File: src/rtl/sodor_mem_arb_pkg.sv
// Shared types for the Sodor imem/dmem memory-port arbiter.
package sodor_mem_arb_pkg;

  localparam int unsigned ARB_ADDR_W = 32;
  localparam int unsigned ARB_DATA_W = 32;

  typedef enum logic {
    OWNER_I = 1'b0,
    OWNER_D = 1'b1
  } owner_e;

  typedef struct packed {
    owner_e owner;
    logic   is_write;
  } arb_tag_t;

  typedef struct packed {
    logic [ARB_ADDR_W-1:0] addr;
    logic [ARB_DATA_W-1:0] data;
    logic                  write_en;
  } mem_req_t;

endpackage

File: src/rtl/sodor_arb_tag_fifo.sv
// Tag FIFO recording owner and write flag of every outstanding memory access.
module sodor_arb_tag_fifo
  import sodor_mem_arb_pkg::*;
#(
  parameter int unsigned DEPTH = 4
) (
  input  logic                     clk,
  input  logic                     reset,
  input  logic                     push,
  input  arb_tag_t                 push_tag,
  input  logic                     pop,
  output arb_tag_t                 pop_tag,
  output logic [$clog2(DEPTH):0]   count,
  output logic                     full,
  output logic                     empty
);

  localparam int unsigned PTR_W = $clog2(DEPTH);
  localparam int unsigned CNT_W = PTR_W + 1;

  arb_tag_t         store [DEPTH];
  logic [PTR_W-1:0] wr_ptr;
  logic [PTR_W-1:0] rd_ptr;
  logic             do_push;
  logic             do_pop;

  assign full    = (count == CNT_W'(DEPTH));
  assign empty   = (count == '0);
  assign do_push = push && !full;
  assign do_pop  = pop && !empty;
  assign pop_tag = store[rd_ptr];

  always_ff @(posedge clk) begin
    if (do_push) begin
      store[wr_ptr] <= push_tag;
    end
  end

  // DEPTH is a power of two, so pointers wrap by plain overflow.
  always_ff @(posedge clk) begin
    if (reset) begin
      wr_ptr <= '0;
      rd_ptr <= '0;
      count  <= '0;
    end else begin
      if (do_push) begin
        wr_ptr <= wr_ptr + PTR_W'(1);
      end
      if (do_pop) begin
        rd_ptr <= rd_ptr + PTR_W'(1);
      end
      count <= count + CNT_W'(do_push) - CNT_W'(do_pop);
    end
  end

endmodule

File: src/rtl/sodor_mem_arbiter.sv
// Round-robin arbiter sharing one memory port between Sodor imem and dmem,
// routing in-order memory responses back to the requester that issued them.
module sodor_mem_arbiter
  import sodor_mem_arb_pkg::*;
#(
  parameter int unsigned ADDR_W  = ARB_ADDR_W,
  parameter int unsigned DATA_W  = ARB_DATA_W,
  parameter int unsigned MAX_OUT = 4
) (
  input  logic              clk,
  input  logic              reset,
  input  logic              i_req_valid,
  output logic              i_req_ready,
  input  logic [ADDR_W-1:0] i_req_addr,
  output logic              i_resp_valid,
  output logic [DATA_W-1:0] i_resp_data,
  input  logic              d_req_valid,
  output logic              d_req_ready,
  input  logic [ADDR_W-1:0] d_req_addr,
  input  logic [DATA_W-1:0] d_req_data,
  input  logic              d_req_write_en,
  output logic              d_resp_valid,
  output logic [DATA_W-1:0] d_resp_data,
  output logic              mem_req_valid,
  input  logic              mem_req_ready,
  output logic [ADDR_W-1:0] mem_req_addr,
  output logic [DATA_W-1:0] mem_req_data,
  output logic              mem_req_write_en,
  input  logic              mem_resp_valid,
  input  logic [DATA_W-1:0] mem_resp_data,
  output logic              err_unexpected_resp
);

  localparam int unsigned CNT_W = $clog2(MAX_OUT) + 1;

  logic              slot_valid;
  logic [ADDR_W-1:0] slot_addr;
  logic [DATA_W-1:0] slot_data;
  logic              slot_write_en;
  owner_e            last_grant;

  logic              can_issue;
  logic              grant_i;
  logic              grant_d;
  logic              grant;
  logic              resp_pop;
  arb_tag_t          push_tag;
  arb_tag_t          head_tag;
  logic [CNT_W-1:0]  tag_count;
  logic              tag_full;
  logic              tag_empty;

  // Outstanding count advances at grant time, so a request still parked in
  // the slot already consumes one of the MAX_OUT credits.
  always_comb begin
    can_issue = (!slot_valid || mem_req_ready) && (tag_count < CNT_W'(MAX_OUT));
    grant_i   = 1'b0;
    grant_d   = 1'b0;
    if (can_issue) begin
      if (i_req_valid && d_req_valid) begin
        grant_i = (last_grant == OWNER_D);
        grant_d = (last_grant == OWNER_I);
      end else begin
        grant_i = i_req_valid;
        grant_d = d_req_valid;
      end
    end
  end

  assign grant             = grant_i || grant_d;
  assign i_req_ready       = grant_i;
  assign d_req_ready       = grant_d;
  assign push_tag.owner    = grant_d ? OWNER_D : OWNER_I;
  assign push_tag.is_write = grant_d && d_req_write_en;
  assign resp_pop          = mem_resp_valid && !tag_empty;

  assign mem_req_valid     = slot_valid;
  assign mem_req_addr      = slot_addr;
  assign mem_req_data      = slot_data;
  assign mem_req_write_en  = slot_write_en;

  sodor_arb_tag_fifo #(
    .DEPTH (MAX_OUT)
  ) u_tag_fifo (
    .clk      (clk),
    .reset    (reset),
    .push     (grant),
    .push_tag (push_tag),
    .pop      (resp_pop),
    .pop_tag  (head_tag),
    .count    (tag_count),
    .full     (tag_full),
    .empty    (tag_empty)
  );

  always_ff @(posedge clk) begin
    if (reset) begin
      slot_valid    <= 1'b0;
      slot_addr     <= '0;
      slot_data     <= '0;
      slot_write_en <= 1'b0;
      last_grant    <= OWNER_D;
    end else if (grant) begin
      slot_valid    <= 1'b1;
      slot_addr     <= grant_d ? d_req_addr : i_req_addr;
      slot_data     <= grant_d ? d_req_data : '0;
      slot_write_en <= grant_d && d_req_write_en;
      last_grant    <= push_tag.owner;
    end else if (mem_req_ready) begin
      slot_valid    <= 1'b0;
    end
  end

  always_ff @(posedge clk) begin
    if (reset) begin
      i_resp_valid        <= 1'b0;
      i_resp_data         <= '0;
      d_resp_valid        <= 1'b0;
      d_resp_data         <= '0;
      err_unexpected_resp <= 1'b0;
    end else begin
      i_resp_valid <= 1'b0;
      d_resp_valid <= 1'b0;
      if (mem_resp_valid) begin
        if (tag_empty) begin
          err_unexpected_resp <= 1'b1;
        end else if (head_tag.owner == OWNER_I) begin
          i_resp_valid <= 1'b1;
          i_resp_data  <= mem_resp_data;
        end else begin
          d_resp_valid <= 1'b1;
          d_resp_data  <= head_tag.is_write ? '0 : mem_resp_data;
        end
      end
    end
  end

  assert property (@(posedge clk) disable iff (reset) !(grant && tag_full));

endmodule

File: config.mk
export PLATFORM = sky130hd
export DESIGN_NAME = sodor_mem_arbiter
export DESIGN_NICKNAME = d
export VERILOG_FILES = /design/src/rtl/sodor_mem_arb_pkg.sv /design/src/rtl/sodor_arb_tag_fifo.sv /design/src/rtl/sodor_mem_arbiter.sv
export SDC_FILE = /design/constraint.sdc
export NUM_CORES = 1
export LEC_CHECK = 0
export BUFFER_PORTS_ARGS = -buffer_cell sky130_fd_sc_hd__buf_2
export CORE_MARGIN = 4
export CORE_UTILIZATION = 46
export CTS_CLUSTER_DIAMETER = 60
export DETAILED_ROUTE_END_ITERATION = 7
export PLACE_DENSITY = 0.79
export SLEW_MARGIN = 10
export SYNTH_ARGS = -nofsm -noshare
export SYNTH_HDL_FRONTEND = slang
export SYNTH_SLANG_ARGS = --single-unit
File: constraint.sdc
create_clock -name clk -period 3.4 [get_ports clk]
set_input_delay 0.68 -clock clk [delete_from_list [all_inputs] [get_ports clk]]
set_output_delay 0.68 -clock clk [all_outputs]
set_load 0.01 [all_outputs]
### Word level (Yosys, flattened, before mapping)

Memories as Yosys holds them, arrays and structs flattened. A register that Yosys moved wholly into a read port is not among the register bits.
Cells that the tools add are included.

* logic and storage cells: 57
* bits in writable memories: 8
* flip-flop bits (word level): 141
* memories: 1
* output and inout port bits: 135

Memories
* u_tag_fifo.store: words 4, bits a word 2, rd ports 1, clocked after Yosys merged registers in 1, write ports 1, RTL line sodor_arb_tag_fifo.sv:21 `arb_tag_t store [DEPTH];`

* bitwise gates (word level): 4
* eq/ne operators: 1
* order comparisons: 1
* reductions and logical operators: 17
* add/subtract/negate cells: 4
* muxes and demuxes: 16

Operator list (number)
* 2-to-1 mux 32 bit: 3
* 2-to-1 mux 1 bit: 11
* logical AND 1 bit: 6
* AND reduction 3 bit: 2
* adder 2 x 1 -> 2 bit, second input constant: 2
* 2-to-1 mux 2 bit: 2
* NOT 1 bit: 4
* adder 3 x 1 -> 3 bit: 1
* equality test 3 bit, second input constant: 1
* logical NOT 1 bit: 3
* logical NOT 3 bit: 1
* < comparator 3 bit, second input constant: 1
* OR reduction 3 bit: 1
* subtractor 3 x 1 -> 3 bit: 1
* logical OR 1 bit: 2
* AND reduction 2 bit: 1
* nonzero test 2 bit: 1

### Depth between registers and ports, before layout

Gate-level depths: netlist of the first run.

* depth in word-level cells: 8
* mapped depth: 12
* mapped depth without buffers: 9

### Modules after synthesis

A second synthesis of the first run with hierarchy kept.

* cells, all modules: 623
* area, all modules: 6254.7 sq um

By module, submodules not included
* sodor_mem_arbiter: instances 1, sequential area each 2682.6 sq um, cells an instance 562, area each 5487.8 sq um
* sodor_arb_tag_fifo: instances 1, sequential area each 420.4 sq um, cells an instance 61, area each 767.0 sq um

### Worst setup path before layout of the first run

Ideal clock, no wire load.

* path type: input-to-reg
* start point: input mem_resp_valid
* end point: register u_tag_fifo.count[2]
* cell stages on the path: 12
* library setup time: 0.128 ns
* path slack: 0.665 ns
* data required time: 3.272 ns
* arrival: 2.607 ns
* path through: o31a_1 > buf_2 > buf_2 > buf_1 > ha_1 > inv_1 > ha_1 > inv_1 > fa_1 > xnor2_1 > xnor2_1 > nor2_1

* cells in the longest elaborated chain, start to end: 3

RTL lines
* from (decl): RTL line sodor_mem_arbiter.sv:29 `input logic mem_resp_valid,`
* logical AND 1 bit: RTL line sodor_mem_arbiter.sv:75 `assign resp_pop = mem_resp_valid && !tag_empty;`
* logical AND 1 bit: RTL line sodor_arb_tag_fifo.sv:30 `assign do_pop = pop && !empty;`
* via u_tag_fifo.do_pop: RTL line sodor_arb_tag_fifo.sv:25 `logic do_pop;`
* subtractor 3 x 1 -> 3 bit: RTL line sodor_arb_tag_fifo.sv:52 `count <= count + CNT_W'(do_push) - CNT_W'(do_pop);`
* to (signal assigned): RTL line sodor_arb_tag_fifo.sv:52
* to (decl): RTL line sodor_arb_tag_fifo.sv:13 `output logic [$clog2(DEPTH):0] count,`

The timed path passes the listed nets, and every way through them passes these cells.
A chain may end at the register's enable or synchronous reset.

### Worst setup path after layout of the first run

* start point: register u_tag_fifo.count[2]
* end point: output i_req_ready

* cells in the longest elaborated chain, start to end: 3

RTL lines
* < comparator 3 bit: RTL line sodor_mem_arbiter.sv:56 `can_issue = (!slot_valid || mem_req_ready) && (tag_count < CNT_W'(MAX_OUT));`
* logical AND 1 bit: RTL line sodor_mem_arbiter.sv:56
* 2-to-1 mux 1 bit: RTL line sodor_mem_arbiter.sv:59 `if (can_issue) begin`
* to (decl): RTL line sodor_mem_arbiter.sv:13 `output logic i_req_ready,`

Every way passes these cells.

==> results.cfg, run 1 <==
[pwr]
seqPwrFrac_pct = 36.9
power.internal_w = 0.00403
power.density_mw_per_mm2 = 694
ir_worst_vdd_uv = 381
leakagePower_nw = 3.99
p_sw_share_pct = 35.2
netSwitchingPower_w = 0.00218
combinationalPowerShare_pct = 31.9
power_frac_clock_pct = 31.2

[cts]
cts.sink_count = 151
htreeDepth = 4
clock_latency_ns = 0.41
cts_tree = done
cts.clk_slew.worst_paths_ns = 0.06
ctsHoldBuffers = 0
cts-buffers-inserted = 17
clockBufferDepth = 2
cts-resized-gates = 0
postCtsSetupBuffers = 0
cts-root-buf = clkbuf_16

[timing]
timing.final.crit_share_pct = 74.9
fin_crit_ns = 2.55
rsz0062_at_grt = false
final.setup.tns_ns = 0
final_max_slew_viol_count = 0
final-setup-viol-count = 0
fin_worst_skew_ns = 0.00629
worst_pin_slew_ns = 1.00
slew_headroom_pct = 33.2
timing.fmax_mhz = 393
hold_violations = 0

[worst_setup_path]
cp_data_required_time_ns = 2.72
critPathKind = reg -> out
reg2reg_depth = 9
critPathLaunchType = register
endpoint_kind = output pin
ff2ff_setup_slack_ns = 1.06
path_max_fanout = 27
critPathArrivalTime_ns = 1.87

[detailed_routing]
drt_wl_total_mm = 20.7
wl_met1_mm = 8.53
ant_nets = 0
topRoutingLayerUsed = met5
wl_per_cell_um = 18.0
drt_iter0_drc = 433
wl_met2_mm = 9.80
drt_pre_antenna_iters = 4
wl_met3_mm = 1.88
viasPerCell = 5.91
route.vias.total = 6818
drc = 0

[cells_and_area]
layout_commonest_cell = buf_2
instances_no_fill = 1153
final_nets = 1098
syn_to_final_growth_pct = 27.8
drive_gt1_share_pct = 37.8
n_antenna_cell = 0
mostFrequentLayoutCells = buf_2 (268), dfxtp_1 (142), nand2b_1 (84)

[yosys]
synth_edf_count = 8
seq_area_frac_synth_pct = 44.3
synthCells = 749
yosysUniqueCellTypes = 37
ys_warn_count = 0
ys_ff_latch = 151
synth_area_sq_mm = 0.00700
syn_area_per_cell_sq_um = 9.35
synthFlopType = dfxtp_1
synth_nets = 891
synthArstFlopShare_pct = 0

[grt]
gr-total-overflow = 0
grt_antenna_before_repair = 2
grt_pass1_wl_mm = 33.1
grt_max_degree = 107
grt_pass1_vias = 6445
gr-usage-all-layers_pct = 23.0

[die]
die_h_um = 131
boundaryPins = 270
rows = 44
initial_utilization_pct = 47.6
core_sq_mm = 0.0147
dieArea_sq_mm = 0.0173
fp.dieW_um = 131

[hold_path]
hold_path.class = reg -> reg
hold_path_depth = 2

[placement]
dp.cells = 1121
hpwl_mm = 13.5
io_buffers = 269
gp_congestion = 0.797

[flow_run]
maxCapViolCount = 0

[status]
status = completed
cell type report:
cell class,instances,area [sq um]
fill,1285,5750
multi-input combinational,491,3490
sequential,151,3100
timing repair buffer,288,1490
clock buffer,18,439
tap,184,230
clock inverter,14,171
inverter,7,26.3
state kept, by name (all words and copies together), names as in the netlist, named ones only:
register	cells
last_grant	1
mem_req_valid	1
err_unexpected_resp	1
i_resp_valid	1
mem_req_addr	32
mem_req_write_en	1
i_resp_data	32
u_tag_fifo.wr_ptr	2
u_tag_fifo.store	8
d_resp_valid	1
u_tag_fifo.rd_ptr	2
mem_req_data	32
d_resp_data	32
u_tag_fifo.count	3
cells by family after synthesis:
group	after synthesis	synth area share [%]
compound gates	237	23.8
xor+xnor	4	0.501
fa+ha+maj	7	1.36
buf+inv	107	6.40
flops	151	44.3
mux	34	5.22
simple gates	209	18.4
stage by stage:
step	cell area [sq um]	util [%]	hold slack, ns	total power (W)	setup slack (ns)
floorplan	7000	-	0.468	0.00367	0.665
global placement	8340	56.7	0.449	0.00426	1.09
detailed placement	8340	56.7	0.456	0.00429	1.04
CTS	8950	60.9	0.465	0.00627	0.844
global route	8950	60.9	0.489	0.00656	0.724
finish	8950	60.9	0.463	0.00621	0.853
worst max-delay path: stages (launching register included):
cell,delay (ns)
dfxtp_2,0.67
buf_4,0.40
inv_2,0.07
nand3_1,0.10
nor2b_1,0.06
buf_2,0.14
worst paths after layout:
path / from / endpoint
max: u_tag_fifo.count[2]$_SDFF_PP0_ / i_req_ready
min: mem_req_data[22]$_SDFFE_PP0P_ / mem_req_data[22]$_SDFFE_PP0P_
max reg2reg: u_tag_fifo.count[2]$_SDFF_PP0_ / u_tag_fifo.count[2]$_SDFF_PP0_
min reg2reg: mem_req_data[22]$_SDFFE_PP0P_ / mem_req_data[22]$_SDFFE_PP0P_
layer usage:
metal,vias up,track usage (%)
li1,3238,-
met1,3216,28.5
met2,326,37.2
met3,36,8.03
met4,2,8.46
met5,-,0
cells in the mapped netlist (14+ instances only):
| cell type | number | area (sq um) |
|---|---|---|
| mux2i_1 | 32 | 320 |
| a21oi_1 | 69 | 345 |
| nand4_1 | 67 | 419 |
| a31oi_1 | 32 | 200 |
| a21bo_2 | 14 | 140 |
| clkbuf_1 | 74 | 278 |
| a311oi_1 | 32 | 280 |
| nor2_1 | 27 | 101 |
| o31ai_1 | 67 | 503 |
| dfxtp_1 | 143 | 2860 |
| a31o_2 | 19 | 166 |
| nand2b_1 | 85 | 532 |
power by group through the flow:
| stage | clock (W) | combinational, W | sequential (W) |
|---|---|---|---|
| global route | 0.00206 | 0.00217 | 0.00233 |
| CTS | 0.00199 | 0.00199 | 0.00229 |
| floorplan | 0 | 0.00128 | 0.00239 |
| detailed placement | 0 | 0.00197 | 0.00232 |
| global placement | 0 | 0.00194 | 0.00232 |
| finish | 0.00194 | 0.00198 | 0.00229 |
Power figures use the tool's default switching activity.
==> inputs of run 2 (changes only) <==
--- a/config.mk
+++ b/config.mk
@@ -7,7 +7,7 @@
 export LEC_CHECK = 0
 export BUFFER_PORTS_ARGS = -buffer_cell sky130_fd_sc_hd__buf_2
 export CORE_MARGIN = 4
-export CORE_UTILIZATION = 46
+export CORE_UTILIZATION = 44
 export CTS_CLUSTER_DIAMETER = 60
 export DETAILED_ROUTE_END_ITERATION = 7
 export PLACE_DENSITY = 0.79
==> constraint.sdc (replaced) <==
create_clock -name clk -period 2.2 [get_ports clk]
set_input_delay 0.44 -clock clk [delete_from_list [all_inputs] [get_ports clk]]
set_output_delay 0.44 -clock clk [all_outputs]
set_load 0.01 [all_outputs]
==> run 2 against run 1 <==
Against the previous run:
- utilization is 1.7 points lower
- largest cell class unchanged
- final area rose by 1.7%
- critical endpoint unchanged
- critical path type unchanged
- hold slack worse by 0.18 ns
- via count down 0.32%
==> results.cfg, run 2 (synthesis gave the netlist of run 1 again) <==
[timing]
slew_headroom_pct = 52.1
final-setup-viol-count = 0
timing.final.crit_share_pct = 93.5
hold_violations = 0
fin_crit_ns = 2.06
timing.fmax_mhz = 486
final_max_slew_viol_count = 0
worst_pin_slew_ns = 0.719
fin_worst_skew_ns = 0.0131
rsz0062_at_grt = false

[die]
die_h_um = 134
fp.dieW_um = 134
boundaryPins = 270
initial_utilization_pct = 45.5
core_sq_mm = 0.0154
dieArea_sq_mm = 0.0180
rows = 45

[status]
status = completed

[hold_path]
hp-start = mem_resp_valid
hold_path_depth = 3
hold_path.class = in -> reg
whs_endpoint = err_unexpected_resp$_SDFFE_PP0P_

[placement]
dpl_cell_area_sq_mm = 0.00846
io_buffers = 269
hpwl_mm = 13.6
dp.cells = 1153
gp_congestion = 0.816

[grt]
grt_pass1_vias = 6250
grt_antenna_before_repair = 3
gr-usage-all-layers_pct = 21.6
gr-total-overflow = 0
grt_pass1_wl_mm = 32.0
grt_max_degree = 66

[worst_setup_path]
critPathArrivalTime_ns = 1.62
r2r-start = u_tag_fifo.count[0]$_SDFF_PP0_
ff2ff_setup_slack_ns = 0.25
endpoint_kind = output pin
path_max_fanout = 49
r2r_end = u_tag_fifo.count[2]$_SDFF_PP0_
critPathLaunchType = register
critPathKind = reg -> out
worstPathCellList = buf_6, buf_12, inv_2, nand3_1, nor2b_1, buf_2
slowest_stage = dfxtp_2
cp_data_required_time_ns = 1.76
crit_start = u_tag_fifo.count[2]$_SDFF_PP0_
cp_top_family = buffers and inverters
cp_num_buf_inv = 4
reg2reg_depth = 9
cpPeakStageDelay_ns = 0.34

[cells_and_area]
final_nets = 1103
syn_to_final_growth_pct = 30.0
drive_gt1_share_pct = 39.0
fill_cells = 1324
instances_no_fill = 1187
mostFrequentLayoutCells = buf_2 (268), dfxtp_1 (140), nand2b_1 (84)
stdcell_area_sq_mm = 0.00910
layout_commonest_cell = buf_2

[pwr]
power.density_mw_per_mm2 = 1070
leakagePower_nw = 4.02
ir_worst_vdd_uv = 630

[detailed_routing]
drt_iter0_drc = 481
drt_pre_antenna_iters = 5
route.vias.total = 6796
ant_nets = 0
drt_wl_total_mm = 20.4
wl_per_cell_um = 17.2
viasPerCell = 5.73
drc = 0

[cts]
clockBufferDepth = 2
ctsHoldBuffers = 0
cts-buffers-inserted = 17
cts.sink_count = 151
cts-root-buf = clkbuf_16
htreeDepth = 4
cts_tree = done
clock_latency_ns = 0.42
cts.clk_slew.worst_paths_ns = 0.06

[flow_run]
maxCapViolCount = 0
## run 2: cell count changes in the layout (fill, tap and decap cells not counted), sizes merged
cell      before  now
clkinvlp       2    3
diode          0    2
inv           11   13
clkbuf        18   17
buf          288  293
clkinv         5    3
## run 2: area by class of cell
class,instances,area (sq um),share of cell area (%)
timing repair buffer,293,1560,17.1
inverter,7,26.3,0.289
sequential,151,3110,34.1
antenna,2,5.00,0.0550
clock buffer,17,425,4.67
multi-input combinational,491,3530,38.7
tap,211,264,2.90
clock inverter,15,191,2.10
## run 2: worst max-delay path by stage
stage,to,cells after the start
2_1_floorplan,u_tag_fifo.count[2]$_SDFF_PP0_,12
3_3_place_gp,d_req_ready,4
3_5_place_dp,mem_req_addr[10]$_SDFFE_PP0P_,6
4_1_cts,i_req_ready,6
5_1_grt,i_req_ready,6
6_report,i_req_ready,6
## run 2: what timing repair did
item	in CTS	in global routing
gates resized for setup	3	2
endpoints found under the setup margin	2	1
setup buffers	0	0
## run 2: through the flow
stage / setup slack [ns] / hold slack [ns] / setup TNS, ns / total power, W / utilization (%)
finish: 0.143 / 0.285 / 0 / 0.00972 / 59.2
floorplan: -0.000659 / 0.468 / -0.000659 / 0.00578 / -
detailed placement: 0.168 / 0.453 / 0 / 0.00671 / 55.0
global route: 0.00775 / 0.285 / 0 / 0.0102 / 59.2
global placement: 0.196 / 0.451 / 0 / 0.00666 / 55.0
CTS: 0.000715 / 0.263 / 0 / 0.00979 / 59.1
## run 2: power by group
part	internal, W	switching [W]
sequential	0.00324	0.000263
clock	0.00181	0.00122
combinational	0.00125	0.00194
total	0.00630	0.00343
## run 2: worst reg2reg max path: stages (launching register included)
cell and delay, ns:
dfxtp_2 0.33, o31a_2 0.37, ha_4 0.22, inv_2 0.06, ha_4 0.11, inv_2 0.03, fa_2 0.36, xnor2_2 0.17
xnor2_1 0.13, nor2_1 0.05
## run 2: metal layers
layer | share of wire (%) | vias to the layer above | routed length, um | track usage, %
met4 | 2.5 | 4 | 499 | 9.56
met2 | 46 | 313 | 9300 | 32.4
met5 | 0.13 | - | 27 | 0
met1 | 43 | 3195 | 8700 | 28.5
met3 | 9.0 | 30 | 1840 | 7.09
li1 | - | 3254 | - | -
